$ cat config.mk
export PLATFORM = sky130hd
export DESIGN_NAME = mac_dot_seq
export DESIGN_NICKNAME = d
export VERILOG_FILES = /design/src/rtl/mac_dot_seq_pkg.sv /design/src/rtl/mac_dot_seq_addr_gen.sv /design/src/rtl/mac_dot_seq.sv
export SDC_FILE = /design/constraint.sdc
export NUM_CORES = 1
export LEC_CHECK = 0
export CORE_UTILIZATION = 34
export CTS_CLUSTER_DIAMETER = 30
export DETAILED_ROUTE_END_ITERATION = 8
export HOLD_SLACK_MARGIN = 0.06
export PLACE_DENSITY = 0.81
export SLEW_MARGIN = 20
export SYNTH_ARGS = -nofsm -noshare
export SYNTH_HDL_FRONTEND = slang
export SYNTH_SLANG_ARGS = --single-unit
export TNS_END_PERCENT = 20
$ cat constraint.sdc
create_clock -name clk -period 2.1 [get_ports clk]
set_input_delay 0.42 -clock clk [delete_from_list [all_inputs] [get_ports clk]]
set_output_delay 0.42 -clock clk [all_outputs]
set_load 0.03 [all_outputs]
$ cat src/rtl/mac_dot_seq_pkg.sv
// mac_dot_seq_pkg
//   Shared types and constants for the packed-INT8 dot-product sequencer.
//   - state_t      : sequencer FSM state encoding (IDLE, CLR, RUN, DONE)
//   - DEF_ADDR_W   : default operand SRAM word-address width
//   - DEF_LEN_W    : default job length width
//   - WORD_W       : operand / result word width

package mac_dot_seq_pkg;

    localparam int DEF_ADDR_W = 8;
    localparam int DEF_LEN_W  = 8;
    localparam int WORD_W     = 32;

    typedef enum logic [1:0] {
        ST_IDLE = 2'd0,
        ST_CLR  = 2'd1,
        ST_RUN  = 2'd2,
        ST_DONE = 2'd3
    } state_t;

endpackage

$ cat src/rtl/mac_dot_seq_addr_gen.sv
// mac_dot_seq_addr_gen
//   Operand address generator: two wrapping word-address counters (A and B)
//   plus the remaining-length counter of the current job.
//
//   Ports:
//     clk, rst           clock, synchronous active-high reset
//     load_i             load bases and length (job accepted)
//     step_i             one read issued: advance both addresses, count down
//     len_i              job length in word pairs
//     base_a_i/base_b_i  first word address of each operand
//     addr_a_o/addr_b_o  address of the next read to issue
//     last_o             no reads left to issue (remaining == 0)

module mac_dot_seq_addr_gen
    import mac_dot_seq_pkg::*;
#(
    parameter int ADDR_W = DEF_ADDR_W,
    parameter int LEN_W  = DEF_LEN_W
) (
    input  logic              clk,
    input  logic              rst,
    input  logic              load_i,
    input  logic              step_i,
    input  logic [LEN_W-1:0]  len_i,
    input  logic [ADDR_W-1:0] base_a_i,
    input  logic [ADDR_W-1:0] base_b_i,
    output logic [ADDR_W-1:0] addr_a_o,
    output logic [ADDR_W-1:0] addr_b_o,
    output logic              last_o
);

    logic [ADDR_W-1:0] addr_a_q, addr_a_d;
    logic [ADDR_W-1:0] addr_b_q, addr_b_d;
    logic [LEN_W-1:0]  rem_q, rem_d;

    always_comb begin
        addr_a_d = addr_a_q;
        addr_b_d = addr_b_q;
        rem_d    = rem_q;
        if (load_i) begin
            addr_a_d = base_a_i;
            addr_b_d = base_b_i;
            rem_d    = len_i;
        end else if (step_i && (rem_q != '0)) begin
            // Addresses wrap naturally at 2^ADDR_W; the length counter is
            // guarded so it can never wrap below zero.
            addr_a_d = addr_a_q + 1'b1;
            addr_b_d = addr_b_q + 1'b1;
            rem_d    = rem_q - 1'b1;
        end
    end

    always_ff @(posedge clk) begin
        if (rst) begin
            addr_a_q <= '0;
            addr_b_q <= '0;
            rem_q    <= '0;
        end else begin
            addr_a_q <= addr_a_d;
            addr_b_q <= addr_b_d;
            rem_q    <= rem_d;
        end
    end

    assign addr_a_o = addr_a_q;
    assign addr_b_o = addr_b_q;
    assign last_o   = (rem_q == '0);

endmodule

$ cat src/rtl/mac_dot_seq.sv
// mac_dot_seq
//   Sequencer in front of the packed-INT8 MAC/ReLU stage. Takes a dot-product
//   job, streams word pairs from two synchronous-read SRAMs into the MAC
//   (clear first, then one accumulate per pair) and returns the MAC's ReLU
//   result on a valid/ready port.
//
//   Ports:
//     clk, rst                       clock, synchronous active-high reset
//     start_valid/start_ready        job request handshake
//     start_len/base_a/base_b        job length (word pairs) and base addresses
//     mem_{a,b}_re/addr/rdata        operand SRAM read ports (1-cycle latency)
//     mac_clr_acc, mac_en            MAC control
//     mac_rs1, mac_rs2               MAC operands (zero when mac_en is low)
//     mac_rd                         MAC combinational ReLU(next accumulator)
//     res_valid/res_ready/res_data   result handshake and registered result
//     busy                           high outside IDLE
//     dbg_state                      current FSM state (state_t encoding)
//     perf_jobs, perf_busy_cycles    saturating counters, only when the
//                                    macro MAC_DOT_SEQ_PERF_EN is defined
//
//   Handshakes: a transfer happens on a rising edge where valid and ready are
//   both high. start_ready is high only in IDLE; res_valid stays high with
//   res_data stable until res_ready is seen, and drops on the following cycle.

module mac_dot_seq
    import mac_dot_seq_pkg::*;
#(
    parameter int ADDR_W = DEF_ADDR_W,
    parameter int LEN_W  = DEF_LEN_W
) (
    input  logic              clk,
    input  logic              rst,
    input  logic              start_valid,
    output logic              start_ready,
    input  logic [LEN_W-1:0]  start_len,
    input  logic [ADDR_W-1:0] start_base_a,
    input  logic [ADDR_W-1:0] start_base_b,
    output logic              mem_a_re,
    output logic [ADDR_W-1:0] mem_a_addr,
    input  logic [WORD_W-1:0] mem_a_rdata,
    output logic              mem_b_re,
    output logic [ADDR_W-1:0] mem_b_addr,
    input  logic [WORD_W-1:0] mem_b_rdata,
    output logic              mac_clr_acc,
    output logic              mac_en,
    output logic [WORD_W-1:0] mac_rs1,
    output logic [WORD_W-1:0] mac_rs2,
    input  logic [WORD_W-1:0] mac_rd,
    output logic              res_valid,
    input  logic              res_ready,
    output logic [WORD_W-1:0] res_data,
    output logic              busy,
    output logic [1:0]        dbg_state
`ifdef MAC_DOT_SEQ_PERF_EN
    ,
    output logic [31:0]       perf_jobs,
    output logic [31:0]       perf_busy_cycles
`endif
);

    state_t            state_q;
    logic              start_ready_q;
    logic              busy_q;
    logic              clr_q;
    logic              en_q;
    logic              res_valid_q;
    logic [WORD_W-1:0] res_data_q;

    logic              ag_load;
    logic              ag_step;
    logic              ag_last;

    // A read is issued in CLR and RUN whenever words remain; the same pulse
    // advances the address/length counters.
    assign ag_load = (state_q == ST_IDLE) && start_valid;
    assign ag_step = ((state_q == ST_CLR) || (state_q == ST_RUN)) && !ag_last;

    mac_dot_seq_addr_gen #(
        .ADDR_W (ADDR_W),
        .LEN_W  (LEN_W)
    ) u_addr_gen (
        .clk      (clk),
        .rst      (rst),
        .load_i   (ag_load),
        .step_i   (ag_step),
        .len_i    (start_len),
        .base_a_i (start_base_a),
        .base_b_i (start_base_b),
        .addr_a_o (mem_a_addr),
        .addr_b_o (mem_b_addr),
        .last_o   (ag_last)
    );

    // Control flags are registered alongside the state so each one is a
    // clean flop output. In RUN, ag_last means no read was issued this cycle,
    // so the pair on the MAC now is the final one and mac_rd is the result.
    always_ff @(posedge clk) begin
        if (rst) begin
            state_q       <= ST_IDLE;
            start_ready_q <= 1'b1;
            busy_q        <= 1'b0;
            clr_q         <= 1'b0;
            en_q          <= 1'b0;
            res_valid_q   <= 1'b0;
            res_data_q    <= '0;
        end else begin
            case (state_q)
                ST_IDLE: begin
                    if (start_valid) begin
                        state_q       <= ST_CLR;
                        start_ready_q <= 1'b0;
                        busy_q        <= 1'b1;
                        clr_q         <= 1'b1;
                    end
                end
                ST_CLR: begin
                    clr_q <= 1'b0;
                    if (ag_last) begin
                        // Zero-length job: nothing to accumulate.
                        res_data_q  <= '0;
                        res_valid_q <= 1'b1;
                        state_q     <= ST_DONE;
                    end else begin
                        en_q    <= 1'b1;
                        state_q <= ST_RUN;
                    end
                end
                ST_RUN: begin
                    if (ag_last) begin
                        res_data_q  <= mac_rd;
                        en_q        <= 1'b0;
                        res_valid_q <= 1'b1;
                        state_q     <= ST_DONE;
                    end
                end
                ST_DONE: begin
                    if (res_ready) begin
                        res_valid_q   <= 1'b0;
                        busy_q        <= 1'b0;
                        start_ready_q <= 1'b1;
                        state_q       <= ST_IDLE;
                    end
                end
                default: begin
                    state_q <= ST_IDLE;
                end
            endcase
        end
    end

    assign start_ready = start_ready_q;
    assign busy        = busy_q;
    assign mac_clr_acc = clr_q;
    assign mac_en      = en_q;
    assign res_valid   = res_valid_q;
    assign res_data    = res_data_q;
    assign mem_a_re    = ag_step;
    assign mem_b_re    = ag_step;
    assign dbg_state   = state_q;

    // Operands are gated so the MAC sees zeros whenever it is not enabled.
    assign mac_rs1 = en_q ? mem_a_rdata : '0;
    assign mac_rs2 = en_q ? mem_b_rdata : '0;

`ifdef MAC_DOT_SEQ_PERF_EN
    logic [31:0] perf_jobs_q;
    logic [31:0] perf_busy_q;

    always_ff @(posedge clk) begin
        if (rst) begin
            perf_jobs_q <= '0;
            perf_busy_q <= '0;
        end else begin
            if (res_valid_q && res_ready && (perf_jobs_q != '1)) begin
                perf_jobs_q <= perf_jobs_q + 1'b1;
            end
            if (busy_q && (perf_busy_q != '1)) begin
                perf_busy_q <= perf_busy_q + 1'b1;
            end
        end
    end

    assign perf_jobs        = perf_jobs_q;
    assign perf_busy_cycles = perf_busy_q;
`endif

endmodule

After elaboration in Yosys (flattened, before gate mapping) --
Cells that the tools add are included.
Cells by class: $add $sub $neg 3, equality and inequality tests 9, muxes and demuxes 28, reduce and logical (&&, ||, !) cells 20
Operators by type and width (count):
- 32-bit 2-to-1 mux | 4
- 32-bit case mux with 2 select lines | 1
- 8-bit 2-to-1 mux | 6
- 8-bit by 1-bit adder with 8-bit output (second input constant) | 2
- 3-bit AND reduction | 5
- 2-bit inequality test (second input constant) | 5
- 1-bit case mux with 2 select lines | 5
- 2-bit nonzero test | 5
- 8-bit logical NOT | 1
- 1-bit 2-to-1 mux | 8
- 2-bit case mux with 4 select lines | 1
- 8-bit nonzero test | 1
- 8-bit by 1-bit subtractor with 8-bit output (second input constant) | 1
- 2-bit 2-to-1 mux | 3
- 2-bit equality test (second input constant) | 2
- 1-bit logical AND | 3
- 2-bit by 1-bit equality test with 1-bit output (second input constant) | 1
- 2-bit logical NOT | 1
- 2-bit by 1-bit inequality test with 1-bit output (second input constant) | 1
- 2-bit AND reduction | 1
- 2-bit OR reduction | 1
- 1-bit logical NOT | 1
- 1-bit logical OR | 1
Storage, ports and cells: register bits 63, bits of input ports 124, output and inout port bits 121, logic and storage cells 70

Logic depth before layout (Yosys ltp) --
Gate-level depths: netlist of run 1.
depth in word-level cells 6, mapped depth 8, depth with buffers taken out 7

Cells and area by module --
A second synthesis of run 1 with hierarchy kept.
Unflattened totals: cell total of the unflattened synthesis 391, area, all modules 3347.0 um2
By module, submodules not included:
- mac_dot_seq | times used 1, cells an instance 228, area an instance 1919.3 um2, seq. area each 780.7 um2
- mac_dot_seq_addr_gen | times used 1, cells an instance 163, area an instance 1427.6 um2, seq. area each 480.5 um2

Worst setup path before layout of run 1 --
OpenSTA, ideal clock, no wires.
kind reg-to-output, from register state_q[0] (netlist: dbg_state[0]), to output port mem_b_re, data arrival time 1.829 ns, required time 1.680 ns, setup slack -0.149 ns, stages on the path, launching flop included 7, path buffers 2, cell sequence dfxtp_1 inv_1 ha_1 a21bo_1 buf_2 inv_2 buf_4
Between the ends: longest elaborated chain between the ends 3, elaborated cells on any way between the ends 4, classes of those cells eq/ne: 2; reduce/logical: 2
RTL lines:
- from (decl) | RTL line mac_dot_seq.sv:61 | state_t state_q;
- from (signal assigned) | RTL line mac_dot_seq.sv:99 | state_q <= ST_IDLE;
- from (signal assigned) | RTL line mac_dot_seq.sv:110 | state_q <= ST_CLR;
- from (signal assigned) | RTL line mac_dot_seq.sv:122 | state_q <= ST_DONE;
- 2-bit by 1-bit equality test with 1-bit output / 2-bit equality test (equally long branches) | RTL line mac_dot_seq.sv:76 | assign ag_step = ((state_q == ST_CLR) || (state_q == ST_RUN)) && !ag_last;
- 1-bit logical OR (*) | RTL line mac_dot_seq.sv:76
- 1-bit logical AND (*) | RTL line mac_dot_seq.sv:76
- to (decl) | RTL line mac_dot_seq.sv:41 | output logic mem_b_re,
Every way passes the cells marked *; elsewhere a longest branch is shown, timed or not.

Worst setup path in the final report of run 1 --
from register u_addr_gen.rem_q[0], to output port mem_b_re
Between the ends: longest elaborated chain between the ends 3
RTL lines:
- from (decl) | RTL line mac_dot_seq_addr_gen.sv:34 | logic [LEN_W-1:0] rem_q, rem_d;
- from (signal assigned) | RTL line mac_dot_seq_addr_gen.sv:61 | rem_q <= rem_d;
- 8-bit logical NOT | RTL line mac_dot_seq_addr_gen.sv:67 | assign last_o = (rem_q == '0);
- 1-bit logical NOT | RTL line mac_dot_seq.sv:76
- 1-bit logical AND | RTL line mac_dot_seq.sv:76
No other way between the ends.

==> flow_metrics.env, run 1 <==
export IMPL_status="finished clean"
export IMPL_fillerInstances=744
export IMPL_initial_core_util=0.352
export IMPL_grt_use_total=0.225
export IMPL_crit_type="register to output port"
export IMPL_synthXorXnorAreaFrac=0.0296
export IMPL_hpwl_um=9040
export IMPL_setup_violations=0
export IMPL_period_share=0.968
export IMPL_clk_pin_slew_ns=0.07
export IMPL_cp_data_required_time_ns=1.68
export IMPL_p_int_uw=3990
export IMPL_post_synth_and_or_nand_nor_area_fraction=0.273
export IMPL_cts_max_level=3
export IMPL_r2r_slack_ns=0.14
export IMPL_cts_tree="yes"
export IMPL_total_leakage_power_uw=0.00234
export IMPL_ys_types=43
export IMPL_worst_hold_slack_ns=0.496
export IMPL_layout_commonest_cell="clkdlybuf4s50_1"
export IMPL_synth_compound_area_frac=0.221
export IMPL_grt_pass1_wl_um=17600
export IMPL_tightestPinTransition_ns=0.596
export IMPL_final_max_slew_viol_count=0
export IMPL_wirelength_um=11800
export IMPL_die_h_um=99.8
export IMPL_final_cells=767
export IMPL_grtUsageMet1=0.245
export IMPL_cts_num_sinks=63
export IMPL_top_usage_layer="met2"
export IMPL_grt_util_met2=0.416
export IMPL_timing_reg2reg_worst_path_depth=7
export IMPL_synth_avg_cell_area_um2=8.23
export IMPL_grt_pass1_vias=3558
export IMPL_maxCapViolCount=0
export IMPL_yosysWarnings=0
export IMPL_synthAdderAreaFrac=0.0346
export IMPL_synth_yosys_seq_area_share=0.388
export IMPL_wl_per_cell_um=15.4
export IMPL_power_switching_uw=3240
export IMPL_coreArea_mm2=0.00924
export IMPL_io_buffers=244
export IMPL_fin_util=0.647
export IMPL_clock_root_buffer="clkbuf_8"
export IMPL_gp_congestion=0.874
export IMPL_antenna_found_initial=2
export IMPL_synth_edff_count=0
export IMPL_clock_skew_ns=0.0142
export IMPL_route_vias_total=3824
export IMPL_synthCells=395
export IMPL_r2r_end="u_addr_gen.addr_b_o[5]"
export IMPL_drive_above_1_share=0.171
export IMPL_period_needed_ns=2.03
export IMPL_drt_iter0_drc=239
export IMPL_swShare=0.448
export IMPL_multi_input_area_mm2=0.00184
export IMPL_hold_depth=2
export IMPL_use_met3=0.0529
export IMPL_rr_startpoint="u_addr_gen.rem_q[0]"
export IMPL_ant_nets=0
export IMPL_combPwrFrac=0.601
export IMPL_synth_seq_cells=63
export IMPL_numCtsBuffers=9
export IMPL_num_io_pins=245
export IMPL_globalRouteOverflowTotal=0
export IMPL_dp_cells=747
export IMPL_die_w_um=99.8
export IMPL_async_reset_ff_frac=0
export IMPL_hp_class="register to register"
export IMPL_dominantRegCellSynth="dfxtp_1"
export IMPL_end_kind="output port"
export IMPL_max_freq_mhz=492
export IMPL_clockBufferDepth=2
export IMPL_final_nets=764
export IMPL_setup_tns_final_ns=0
export IMPL_synth_fp_nets=528
export IMPL_area_growth_synth_to_final_pct=83.9
export IMPL_drtPass1Iterations=5
export IMPL_worstPathMaxFanout=9
export IMPL_p_per_area_mw_per_mm2=1210
export IMPL_finalPower_uw=7230
export IMPL_synthMuxAreaShare=0.00308
export IMPL_power_frac_seq=0.241
export IMPL_drc=0
export IMPL_power_frac_clock=0.158
export IMPL_avgViaCountPerCell=4.99
export IMPL_startpoint_type="register"
export IMPL_netlist_area_mm2=0.00325
export IMPL_ir_drop_v=0.00113
export IMPL_layout_common_cells="clkdlybuf4s50_1 (177), buf_4 (72), and2_1 (67), dfxtp_1 (60), nor2_1 (40)"
export IMPL_arrival_ns=1.61
export IMPL_max_slew_margin=0.593
export IMPL_die_area_mm2=0.00996
export IMPL_clkLatencyLatePin_ns=0.35
export IMPL_synth_top_family_by_area="simple AND/OR/NAND/NOR gates"
export IMPL_min_to="mac_clr_acc"
export IMPL_num_rows=35
export IMPL_seq_area_mm2=0.00127
export IMPL_min_delay_start="mac_clr_acc"
export IMPL_hold_viol_final=0
export IMPL_grt_max_degree=66
-- synthesized netlist by cell type (3+ instances only) --
library cell  count  share of area
nor2_1           40          0.046
nand2_1          19          0.022
o31ai_1           3         0.0069
and4_1            3         0.0081
o21ai_0          25          0.038
and3_1            4         0.0077
a21oi_1          23          0.035
ha_1              9          0.035
nor2b_1           3         0.0058
or4_1             5          0.012
a31oi_1           8          0.015
inv_1             7         0.0081
and2_1           67           0.13
nand2b_1          3         0.0058
clkbuf_1         22          0.025
xnor2_1          11          0.030
nand4_1           5         0.0096
a211oi_1          7          0.016
buf_2             9          0.014
dfxtp_1          63           0.39
or3_1             3         0.0058
a22oi_1          32          0.074
-- kinds of logic after synthesis --
family | count (synthesis)
simple gates | 161
mux | 1
xor+xnor | 11
flops | 63
compound gates | 110
fa+ha+maj | 9
buf+inv | 40
-- sequential cells by signal, indices dropped and copies added (netlist names), 2 cells and up --
register / flops
u_addr_gen.addr_a_o: 8
u_addr_gen.addr_b_o: 8
u_addr_gen.rem_q: 8
res_data: 32
dbg_state: 2
-- metrics by stage --
step                area [um^2]  setup slack, ns
floorplan                  3250          0.00573
detailed placement         5710           0.0479
global route               5980          -0.0189
global placement           5710            0.132
CTS                        5950          0.00499
finish                     5980           0.0682
-- worst max path at each step --
stage	startpoint	to	slack [ns]	depth (start not counted)
final	u_addr_gen.rem_q[0]	mem_b_re	0.07	6
after global routing	u_addr_gen.rem_q[0]	mem_a_re	-0.02	6
after CTS	dbg_state[1]	mem_b_re	0.005	5
after detailed placement	res_ready	dbg_state[0]	0.05	5
after global placement	dbg_state[0]	mem_b_re	0.13	5
after floorplan	dbg_state[0]	mem_b_re	0.006	6
-- layout make-up --
cell class,count,area share
well taps,129,0.0270
multi-input cells,292,0.308
inverters,8,0.00586
clock buffers,10,0.0213
flip-flops and latches,63,0.212
clock inverters,6,0.0142
repair buffers,257,0.411
diodes,2,0.000837
-- worst max-delay path, cell delays in order, from the launching register on --
cell	delay [ns]
dfxtp_2	0.36
inv_1	0.06
ha_1	0.20
nor3b_2	0.16
a21bo_2	0.25
clkinv_4	0.10
buf_6	0.13
-- routing by layer --
metal  up-vias  wire, um
met2       167      6290
li1       1865         -
met1      1774      4460
met4         0       229
met5         -         0
met3        18       816
-- power groups by stage --
stage          Combinational (uW)  Clock, uW  Sequential, uW
3_3_place_gp                 4130          0            1730
3_5_place_dp                 4180          0            1740
5_1_grt                      4660       1220            1780
6_report                     4340       1140            1740
4_1_cts                      4280       1160            1730
2_1_floorplan                2280          0            2040
-- timing repair --
item / CTS / global route
hold buffers: 0 / 0
hold endpoints to repair: 0 / 0
gates resized for setup: 6 / 4
cloned: 0 / 0
setup buffers: 1 / 1
endpoints found under the setup margin: 2 / 2
No activity file was read; power rests on OpenSTA's default activity.
==> run 2: changes to the inputs <==
Settings changed: CTS_CLUSTER_SIZE set to 12, TNS_END_PERCENT 20 to unset.
==> results of run 2 <==
Final layout, timing and power as in run 1 (identical DEF).
==> run 3: changes to the inputs <==
Settings changed: CAP_MARGIN set to 40, CORE_MARGIN set to 3.
==> run 3 against run 2 <==
  * Die area is 8.2% higher
  * Count of clock-buffer cells in the layout is 1 higher
  * Non-clock buffer count is 7 higher
  * Largest cell class unchanged
  * Combinational power is 6.7% higher
  * Clock skew is 0.0010 ns higher
  * Final cell count is 1.2% higher
  * First-iteration DRC count is 11% lower
  * Worst hold slack better by 0.0038 ns
  * Critical path depth is 1 lower
  * Fmax is 0.42% higher
  * Sequential power hardly changed
  * Via count is 2.1% higher
==> flow_metrics.env, run 3 (synthesized netlist as in run 1, its figures left out) <==
export IMPL_final_max_slew_viol_count=0
export IMPL_arrival_ns=1.60
export IMPL_period_share=0.963
export IMPL_grt_use_total=0.232
export IMPL_max_freq_mhz=494
export IMPL_fin_util=0.659
export IMPL_crit_type="register to output port"
export IMPL_hold_depth=2
export IMPL_grt_pass1_vias=3699
export IMPL_grt_pass1_wl_um=19900
export IMPL_multi_input_area_mm2=0.00185
export IMPL_die_area_mm2=0.0108
export IMPL_wirelength_um=13000
export IMPL_maxCapViolCount=0
export IMPL_end_kind="output port"
export IMPL_num_rows=35
export IMPL_hp_class="register to register"
export IMPL_grt_max_degree=66
export IMPL_seq_area_mm2=0.00127
export IMPL_largest_reg_flops=32
export IMPL_avgViaCountPerCell=5.03
export IMPL_p_per_area_mw_per_mm2=1240
export IMPL_setup_violations=0
export IMPL_drive_above_1_share=0.187
export IMPL_period_needed_ns=2.02
export IMPL_cp_data_required_time_ns=1.68
export IMPL_timing_reg2reg_worst_path_depth=5
export IMPL_globalRouteOverflowTotal=0
export IMPL_ant_nets=0
export IMPL_rr_startpoint="dbg_state[1]"
export IMPL_cts_max_level=3
export IMPL_hpwl_um=10200
export IMPL_io_buffers=244
export IMPL_num_io_pins=245
export IMPL_numCtsBuffers=9
export IMPL_cts_num_sinks=63
export IMPL_max_slew_margin=0.640
export IMPL_layout_commonest_cell="clkdlybuf4s50_1"
export IMPL_r2r_end="u_addr_gen.rem_q[7]"
export IMPL_wl_per_cell_um=16.8
export IMPL_layout_common_cells="clkdlybuf4s50_1 (177), buf_4 (75), and2_1 (67), dfxtp_1 (59), nor2_1 (40)"
export IMPL_startpoint_type="register"
export IMPL_min_to="mac_clr_acc"
export IMPL_clk_pin_slew_ns=0.06
export IMPL_fillerInstances=776
export IMPL_clkLatencyLatePin_ns=0.34
export IMPL_initial_core_util=0.350
export IMPL_drtPass1Iterations=4
export IMPL_finalPower_uw=7550
export IMPL_worstPathMaxFanout=6
export IMPL_hold_viol_final=0
export IMPL_route_vias_total=3905
export IMPL_coreArea_mm2=0.00928
export IMPL_min_delay_start="mac_clr_acc"
export IMPL_ir_drop_v=0.00104
export IMPL_area_growth_synth_to_final_pct=88.1
export IMPL_drc=0
export IMPL_setup_tns_final_ns=0
export IMPL_drt_iter0_drc=212
export IMPL_clockBufferDepth=2
export IMPL_tightestPinTransition_ns=0.526
export IMPL_gp_congestion=0.889
export IMPL_clock_root_buffer="clkbuf_8"
export IMPL_status="finished clean"
export IMPL_r2r_slack_ns=0.14
export IMPL_antenna_found_initial=4
export IMPL_cts_tree="yes"
export IMPL_die_w_um=104
export IMPL_total_leakage_power_uw=0.00240
export IMPL_final_nets=771
export IMPL_clock_skew_ns=0.0152
export IMPL_die_h_um=104
[run 3: metrics by stage]
stage          hold slack, ns  instance area, um^2  instances  worst slack [ns]
6_report                0.500                 6110        776            0.0767
3_5_place_dp            0.487                 5790        749            0.0500
5_1_grt                 0.529                 6110        776          -0.00902
3_3_place_gp            0.473                 5790        749             0.140
4_1_cts                 0.503                 6040        766           -0.0224
2_1_floorplan           0.474                 3250        395           0.00573
[run 3: final cells by class]
cell class | instances | share of cell area
tap | 129 | 0.0264
clock buffer | 11 | 0.0231
inverter | 8 | 0.00573
timing repair buffer | 264 | 0.420
clock inverter | 5 | 0.0133
antenna | 4 | 0.00164
sequential | 63 | 0.207
multi-input combinational | 292 | 0.303
[run 3: routing by layer]
metal / wire (um) / GRT usage / vias to the layer above
met1: 4530 / 0.235 / 1813
met2: 7200 / 0.430 / 179
met4: 402 / 0.106 / 0
met3: 908 / 0.0741 / 25
li1: - / - / 1888
met5: 0 / 0 / -
[run 3: power breakdown]
part           switching (uW)  leakage, uW  internal, uW
Clock                     471     0.000110           701
Combinational            2580      0.00178          2050
Sequential                295     0.000516          1460
[run 3: repair_timing]
item | 4_1_cts | 5_1_grt
buffers inserted | 1 | 6
pin swaps | 1 | 2
hold buffers | 0 | 0
resized for setup | 6 | 9
endpoints found under the setup margin | 2 | 4
cloned | 0 | 0
[run 3: worst max-delay path, stage by stage, from the launching register on]
cell	delay (ns)
dfxtp_4	0.37
inv_1	0.10
ha_4	0.31
a21bo_2	0.26
clkinv_4	0.08
buf_4	0.16
[run 3: how the worst max path moves through the flow]
stage,startpoint,to
after floorplan,dbg_state[0],mem_b_re
final,dbg_state[1],mem_a_re
after global placement,dbg_state[0],mem_b_re
after detailed placement,dbg_state[0],mem_b_re
after global routing,u_addr_gen.rem_q[3],mem_a_re
after CTS,dbg_state[0],mem_b_re
